File: src/rtl/seg_scan_pkg.sv
// seg_scan_pkg: shared constants, types and helpers for the seven-segment scan capture.
//   SEG_0..SEG_9, SEG_BLANK : segment patterns {a,b,c,d,e,f,g}, active-high
//   DIGIT_BLANK             : BCD code for a blank or not-yet-captured digit
//   HOUR10..SEC0            : digit index of each position, matching the enable bit number
package seg_scan_pkg;
  localparam logic [6:0] SEG_0     = 7'h7E;
  localparam logic [6:0] SEG_1     = 7'h30;
  localparam logic [6:0] SEG_2     = 7'h6D;
  localparam logic [6:0] SEG_3     = 7'h79;
  localparam logic [6:0] SEG_4     = 7'h33;
  localparam logic [6:0] SEG_5     = 7'h5B;
  localparam logic [6:0] SEG_6     = 7'h5F;
  localparam logic [6:0] SEG_7     = 7'h70;
  localparam logic [6:0] SEG_8     = 7'h7F;
  localparam logic [6:0] SEG_9     = 7'h73;
  localparam logic [6:0] SEG_BLANK = 7'h00;
  localparam logic [3:0] DIGIT_BLANK = 4'hF;
  localparam int HOUR10 = 5;
  localparam int HOUR0  = 4;
  localparam int MIN10  = 3;
  localparam int MIN0   = 2;
  localparam int SEC10  = 1;
  localparam int SEC0   = 0;
  typedef enum logic [1:0] {ENB_IDLE, ENB_LEGAL, ENB_ILLEGAL} enb_class_e;
  // All high is idle, exactly one low bit selects a digit, anything else is illegal.
  function automatic enb_class_e classify_enb(input logic [5:0] enb);
    int zeros;
    zeros = 0;
    for (int i = 0; i < 6; i++)
      if (!enb[i]) zeros++;
    return zeros == 0 ? ENB_IDLE : zeros == 1 ? ENB_LEGAL : ENB_ILLEGAL;
  endfunction
  // Position of the low bit; only meaningful for a legal enable.
  function automatic logic [2:0] low_index(input logic [5:0] enb);
    logic [2:0] r;
    r = '0;
    for (int i = 0; i < 6; i++)
      if (!enb[i]) r = 3'(i);
    return r;
  endfunction
endpackage

File: src/rtl/seg_scan_capture_seg7_to_bcd.sv
// seg7_to_bcd: combinational decode of a seven-segment pattern back to a BCD digit.
//   seg     in  7  segments {a,b,c,d,e,f,g}, active-high
//   code    out 4  decoded digit, DIGIT_BLANK for an all-off pattern
//   invalid out 1  pattern is neither a digit nor blank
module seg7_to_bcd
  import seg_scan_pkg::*;
(
  input  logic [6:0] seg,
  output logic [3:0] code,
  output logic       invalid
);
  always_comb begin
    code = DIGIT_BLANK;
    invalid = 1'b0;
    case (seg)
      SEG_0:     code = 4'd0;
      SEG_1:     code = 4'd1;
      SEG_2:     code = 4'd2;
      SEG_3:     code = 4'd3;
      SEG_4:     code = 4'd4;
      SEG_5:     code = 4'd5;
      SEG_6:     code = 4'd6;
      SEG_7:     code = 4'd7;
      SEG_8:     code = 4'd8;
      SEG_9:     code = 4'd9;
      SEG_BLANK: code = DIGIT_BLANK;
      default:   invalid = 1'b1;
    endcase
  end
endmodule

File: src/rtl/seg_scan_capture.sv
// seg_scan_capture: rebuilds HH:MM:SS from a multiplexed seven-segment display bus.
//   gen_clk     in  1  scan clock shared with the display multiplexer
//   rst_n       in  1  asynchronous active-low reset
//   i_seg_enb   in  6  active-low digit enables (5 = hour-left .. 0 = sec-right)
//   i_seg       in  7  segments {a,b,c,d,e,f,g}, active-high
//   o_hour10..o_sec0 out 4 committed BCD digits, 4'hF when blank or not captured
//   o_valid     out 1  every digit committed since the last reset or timeout
//   o_update    out 1  pulse when a commit changes a digit's value
//   o_err       out 1  pulse on an illegal enable or undecodable segment pattern
module seg_scan_capture
  import seg_scan_pkg::*;
#(
  parameter int STABLE_SCANS = 2,
  parameter int SCAN_TIMEOUT = 64
) (
  input  logic       gen_clk,
  input  logic       rst_n,
  input  logic [5:0] i_seg_enb,
  input  logic [6:0] i_seg,
  output logic [3:0] o_hour10,
  output logic [3:0] o_hour0,
  output logic [3:0] o_min10,
  output logic [3:0] o_min0,
  output logic [3:0] o_sec10,
  output logic [3:0] o_sec0,
  output logic       o_valid,
  output logic       o_update,
  output logic       o_err
);
  localparam logic [2:0]  STABLE   = 3'(STABLE_SCANS);
  localparam logic [15:0] TMO      = 16'(SCAN_TIMEOUT);
  localparam logic [15:0] TMO_LAST = 16'(SCAN_TIMEOUT - 1);
  logic [5:0]  enb_q, prev_enb, seen;
  logic [6:0]  seg_q;
  logic [3:0]  code, cur_cand, cur_dig;
  logic [2:0]  idx, cur_cnt, cnt_new;
  logic [15:0] tcnt;
  logic        bad_seg, scan, take, commit, timeout;
  enb_class_e  cls;
  logic [3:0]  cand  [6];
  logic [2:0]  cnt   [6];
  logic [3:0]  digit [6];
  seg7_to_bcd u_dec (
    .seg    (seg_q),
    .code   (code),
    .invalid(bad_seg)
  );
  // A scan is a change to a new legal enable; holding one enable counts once.
  always_comb begin
    cls = classify_enb(enb_q);
    idx = low_index(enb_q);
    cur_cand = DIGIT_BLANK;
    cur_cnt = '0;
    cur_dig = DIGIT_BLANK;
    for (int i = 0; i < 6; i++)
      if (idx == 3'(i)) begin
        cur_cand = cand[i];
        cur_cnt = cnt[i];
        cur_dig = digit[i];
      end
    scan = cls == ENB_LEGAL && enb_q != prev_enb;
    take = scan && !bad_seg;
    cnt_new = code != cur_cand ? 3'd1 : cur_cnt == STABLE ? STABLE : cur_cnt + 3'd1;
    commit = take && cnt_new == STABLE;
    timeout = cls != ENB_LEGAL && tcnt == TMO_LAST;
  end
  always_ff @(posedge gen_clk or negedge rst_n)
    if (!rst_n) begin
      enb_q <= '1;
      prev_enb <= '1;
      seg_q <= '0;
      seen <= '0;
      tcnt <= '0;
      o_update <= 1'b0;
      o_err <= 1'b0;
      for (int i = 0; i < 6; i++) begin
        cand[i] <= DIGIT_BLANK;
        cnt[i] <= '0;
        digit[i] <= DIGIT_BLANK;
      end
    end else begin
      enb_q <= i_seg_enb;
      prev_enb <= enb_q;
      seg_q <= i_seg;
      tcnt <= cls == ENB_LEGAL ? '0 : tcnt == TMO ? tcnt : tcnt + 16'd1;
      o_update <= commit && code != cur_dig;
      o_err <= cls == ENB_ILLEGAL || (scan && bad_seg);
      seen <= timeout ? '0 : commit ? seen | (6'b1 << idx) : seen;
      for (int i = 0; i < 6; i++) begin
        if (timeout)
          cnt[i] <= '0;
        else if (take && idx == 3'(i)) begin
          cand[i] <= code;
          cnt[i] <= cnt_new;
        end
        if (commit && idx == 3'(i))
          digit[i] <= code;
      end
    end
  assign o_valid  = &seen;
  assign o_hour10 = digit[HOUR10];
  assign o_hour0  = digit[HOUR0];
  assign o_min10  = digit[MIN10];
  assign o_min0   = digit[MIN0];
  assign o_sec10  = digit[SEC10];
  assign o_sec0   = digit[SEC0];
endmodule
File: config.mk
export PLATFORM = sky130hd
export DESIGN_NAME = seg_scan_capture
export DESIGN_NICKNAME = d
export VERILOG_FILES = /design/src/rtl/seg_scan_pkg.sv /design/src/rtl/seg_scan_capture_seg7_to_bcd.sv /design/src/rtl/seg_scan_capture.sv
export SDC_FILE = /design/constraint.sdc
export NUM_CORES = 1
export LEC_CHECK = 0
export BUFFER_PORTS_ARGS = -buffer_cell sky130_fd_sc_hd__buf_4
export CORE_MARGIN = 4
export CORE_UTILIZATION = 56
export CTS_CLUSTER_SIZE = 24
export DETAILED_ROUTE_END_ITERATION = 8
export PLACE_DENSITY_LB_ADDON = 0.08
export SLEW_MARGIN = 0
export SYNTH_ARGS = -nofsm -noshare
export SYNTH_HDL_FRONTEND = slang
export SYNTH_SLANG_ARGS = --single-unit
export TNS_END_PERCENT = 50
File: constraint.sdc
create_clock -name gen_clk -period 13.9 [get_ports gen_clk]
set_input_delay 1.39 -clock gen_clk [delete_from_list [all_inputs] [get_ports gen_clk]]
set_output_delay 1.39 -clock gen_clk [all_outputs]
set_load 0.02 [all_outputs]
==> metrics.yaml <==
synth_top_flop_cell: "dfstp_2"
grt_max_degree: 65
hold_buffers: 0
power_density_mw_per_mm2: 109.5
crit_required_ns: 14.20
critPathLaunch: "enb_q[1]"
rsz0062_at_grt: "no"
clock_power_share: 0.275
n_antenna_cell: 0
syn_inst: 538
drtIter0Drc: 296
hold_violations: 0
gp_congestion: 0.7996
clk_pin_slew_ns: 0.10
synth_area_leaders: "dfstp_2 28%, dfrtp_1 21%, mux2_2 6.3%"
clockBufferDepth: 2
critPathMaxFanout: 20
synth_edf_count: 0
post-cts-setup-buffer-count: 0
finalCoreUtilization: 0.6341
r2r_start: "enb_q[1]"
layout.cells.most_common_list: "60 x dfstp_2, 49 x dfrtp_1, 44 x buf_4, 41 x nor2_1, 36 x nand2_1"
cts_resized: 0
numCtsBuffers: 9
wl_per_cell_um: 17.70
fp.coreArea_sq_mm: 0.009864
worst_pin_slew_ns: 1.138
ant_nets: 0
grt.total_usage: 0.2214
drt-total-wl_um: 12360
die_y_um: 108.9
grt_pass1_wl_um: 20400
dr.pass1.iters: 5
syn-cell-area_sq_mm: 0.005705
finalCritPeriodShare: 0.4059
drv_slew: 0
reg2reg_slack_ns: 8.26
max_clock_freq_ghz: 0.1772
gr-total-overflow: 0
p_leak_nw: 2.705
vias: 4115
post-route-drc-count: 0
rows: 36
p_int_w: 0.0004910
start_util: 0.5784
path_class: "reg2reg"
ios: 42
nets: 584
power_w: 0.0006852
fillers: 800
post_dp_cell_area_sq_mm: 0.006065
share_comb_of_total_power: 0.170
final_area_sq_mm: 0.006255
power_switching_share: 0.2834
hp-class: "reg2reg"
maxCapViolCount: 0
dp_cells: 682
final-instance-count-excl-fill: 698
clk_latency_ns: 0.38
die-area_sq_mm: 0.01187
clockRootBuffer: "clkbuf_8"
hp-start: "enb_q[0]"
synth_top_cell_by_area: "dfstp_2"
dieWidth_um: 108.9
ys_ff_latch: 109
syn_avg_cell_area_sq_um: 10.60
start_kind: "flop"
status: "finished, final reports clean"
seq_area_frac_synth: 0.4912
htreeDepth: 3
area_growth_syn_to_layout_pct: 9.627
setup_violations: 0
dp_hpwl_um: 8600
maxSlewHeadroom: 0.2342
antenna_found_initial: 0
cp.arrival_ns: 5.94
p_sw_w: 0.0001942
p_seq_frac: 0.555
end_kind: "flop"
ir_drop_mv: 0.08589
ys_types: 68
drive_gt1_frac: 0.3186
synth.top_cell.area_share: 0.2763
syn_nets: 562
io_buffers: 41
fin_crit_ns: 5.643
synthArstFlopShare: 1.000
final_common_cell: "dfstp_2"
setup_tns_ns: 0
grt_pass1_vias: 4043
cts_tree: "built"
viasPerCell: 5.895
yosysWarningCount: 0
clock_skew_ns: 0.005750
cts_sinks: 109
[kinds of logic after synthesis]
kind of cell	share of synthesized area
and+or+nand+nor	0.1623
DFF	0.4912
AOI/OAI and AO/OA	0.1107
muxes	0.1184
buffers and inverters	0.03882
xor gates and xnor gates	0.05877
adders and majority gates	0.01974
[per-stage QoR]
step | worst slack (ns) | hold WS (ns)
floorplan | 8.842 | 0.3608
global placement | 8.480 | 0.3917
detailed placement | 8.324 | 0.3924
CTS | 8.316 | 0.4074
global route | 7.857 | 0.4137
finish | 8.257 | 0.4040
[path summary, 6_finish.rpt]
check / cells after the start / endpoint
worst max-delay path: 17 / cnt[5]
worst min-delay path: 0 / prev_enb[0]
worst max register to register: 17 / cnt[5]
worst min register to register: 0 / prev_enb[0]
max in group asynchronous: 2 / cnt[6]
min in group asynchronous: 1 / tcnt[7]
[final cells by class]
cell class                      count  area (sq um)  share of cell area
Clock buffer                       10         127.6             0.02040
Clock inverter                      6         62.56             0.01000
Inverter                           21         78.83             0.01260
Multi-Input combinational cell    375          2686              0.4295
Sequential cell                   109          2803              0.4481
Tap cell                          133         166.4             0.02661
Timing Repair Buffer               44         330.3             0.05281
[synth_stat cells (3+ instances only)]
| cell | number |
|---|---|
| inv_1 | 21 |
| xnor2_1 | 15 |
| o22ai_1 | 8 |
| nand2b_1 | 5 |
| o21ai_1 | 3 |
| dfrtp_1 | 49 |
| and3_1 | 9 |
| nor4_1 | 8 |
| nor2_1 | 41 |
| mux2_4 | 9 |
| a211oi_1 | 4 |
| mux2i_1 | 18 |
| xor2_1 | 18 |
| ha_1 | 9 |
| nand2_1 | 36 |
| or2_1 | 3 |
| o221ai_1 | 3 |
| nor2_2 | 3 |
| nand3_1 | 24 |
| dfstp_2 | 60 |
| a21oi_1 | 21 |
| nor3_1 | 4 |
| a221oi_1 | 6 |
| nand3b_1 | 4 |
| clkbuf_1 | 16 |
| and4_1 | 3 |
| nand4_1 | 4 |
| o21ai_0 | 31 |
| or2_2 | 3 |
| buf_2 | 14 |
| nor2b_1 | 8 |
| o21a_1 | 4 |
| mux2_2 | 32 |
[registers in the layout, summed over array words and instances, names as in the netlist, 6 cells and up]
signal and count:
cnt 18, enb_q 6, cand 24, seg_q 7, prev_enb 6, seen 6, tcnt 16
[power groups by stage]
| stage | Clock, W | Combinational, W | Sequential [W] |
|---|---|---|---|
| 2_1_floorplan | 0 | 0.0000911 | 0.000376 |
| 3_3_place_gp | 0 | 0.000112 | 0.000384 |
| 3_5_place_dp | 0 | 0.000116 | 0.000385 |
| 4_1_cts | 0.000196 | 0.000117 | 0.000380 |
| 5_1_grt | 0.000208 | 0.000132 | 0.000385 |
| 6_report | 0.000188 | 0.000116 | 0.000380 |
[routing by layer]
layer,share of wire,routed length [um],GRT usage
met5,0,0,0
met4,0.012,144,0.05230
met3,0.039,478,0.04973
met2,0.49,6067,0.3456
met1,0.46,5665,0.3161
[worst max-delay path, stage by stage (launching register included)]
cell and delay, ns:
dfstp_2 0.83, inv_1 0.12, ha_1 0.36, xnor2_1 0.15, ha_1 0.33, nor2b_1 0.15
a21o_1 0.18, ha_1 0.28, mux2_2 0.28, ha_1 0.20, nand2b_1 0.16, nor2_1 0.06
o311a_1 0.29, a2111oi_2 0.52, and2_1 0.65, or2_2 0.48, o211ai_1 0.28, mux2i_1 0.22
No activity file was read; power rests on OpenSTA's default activity.
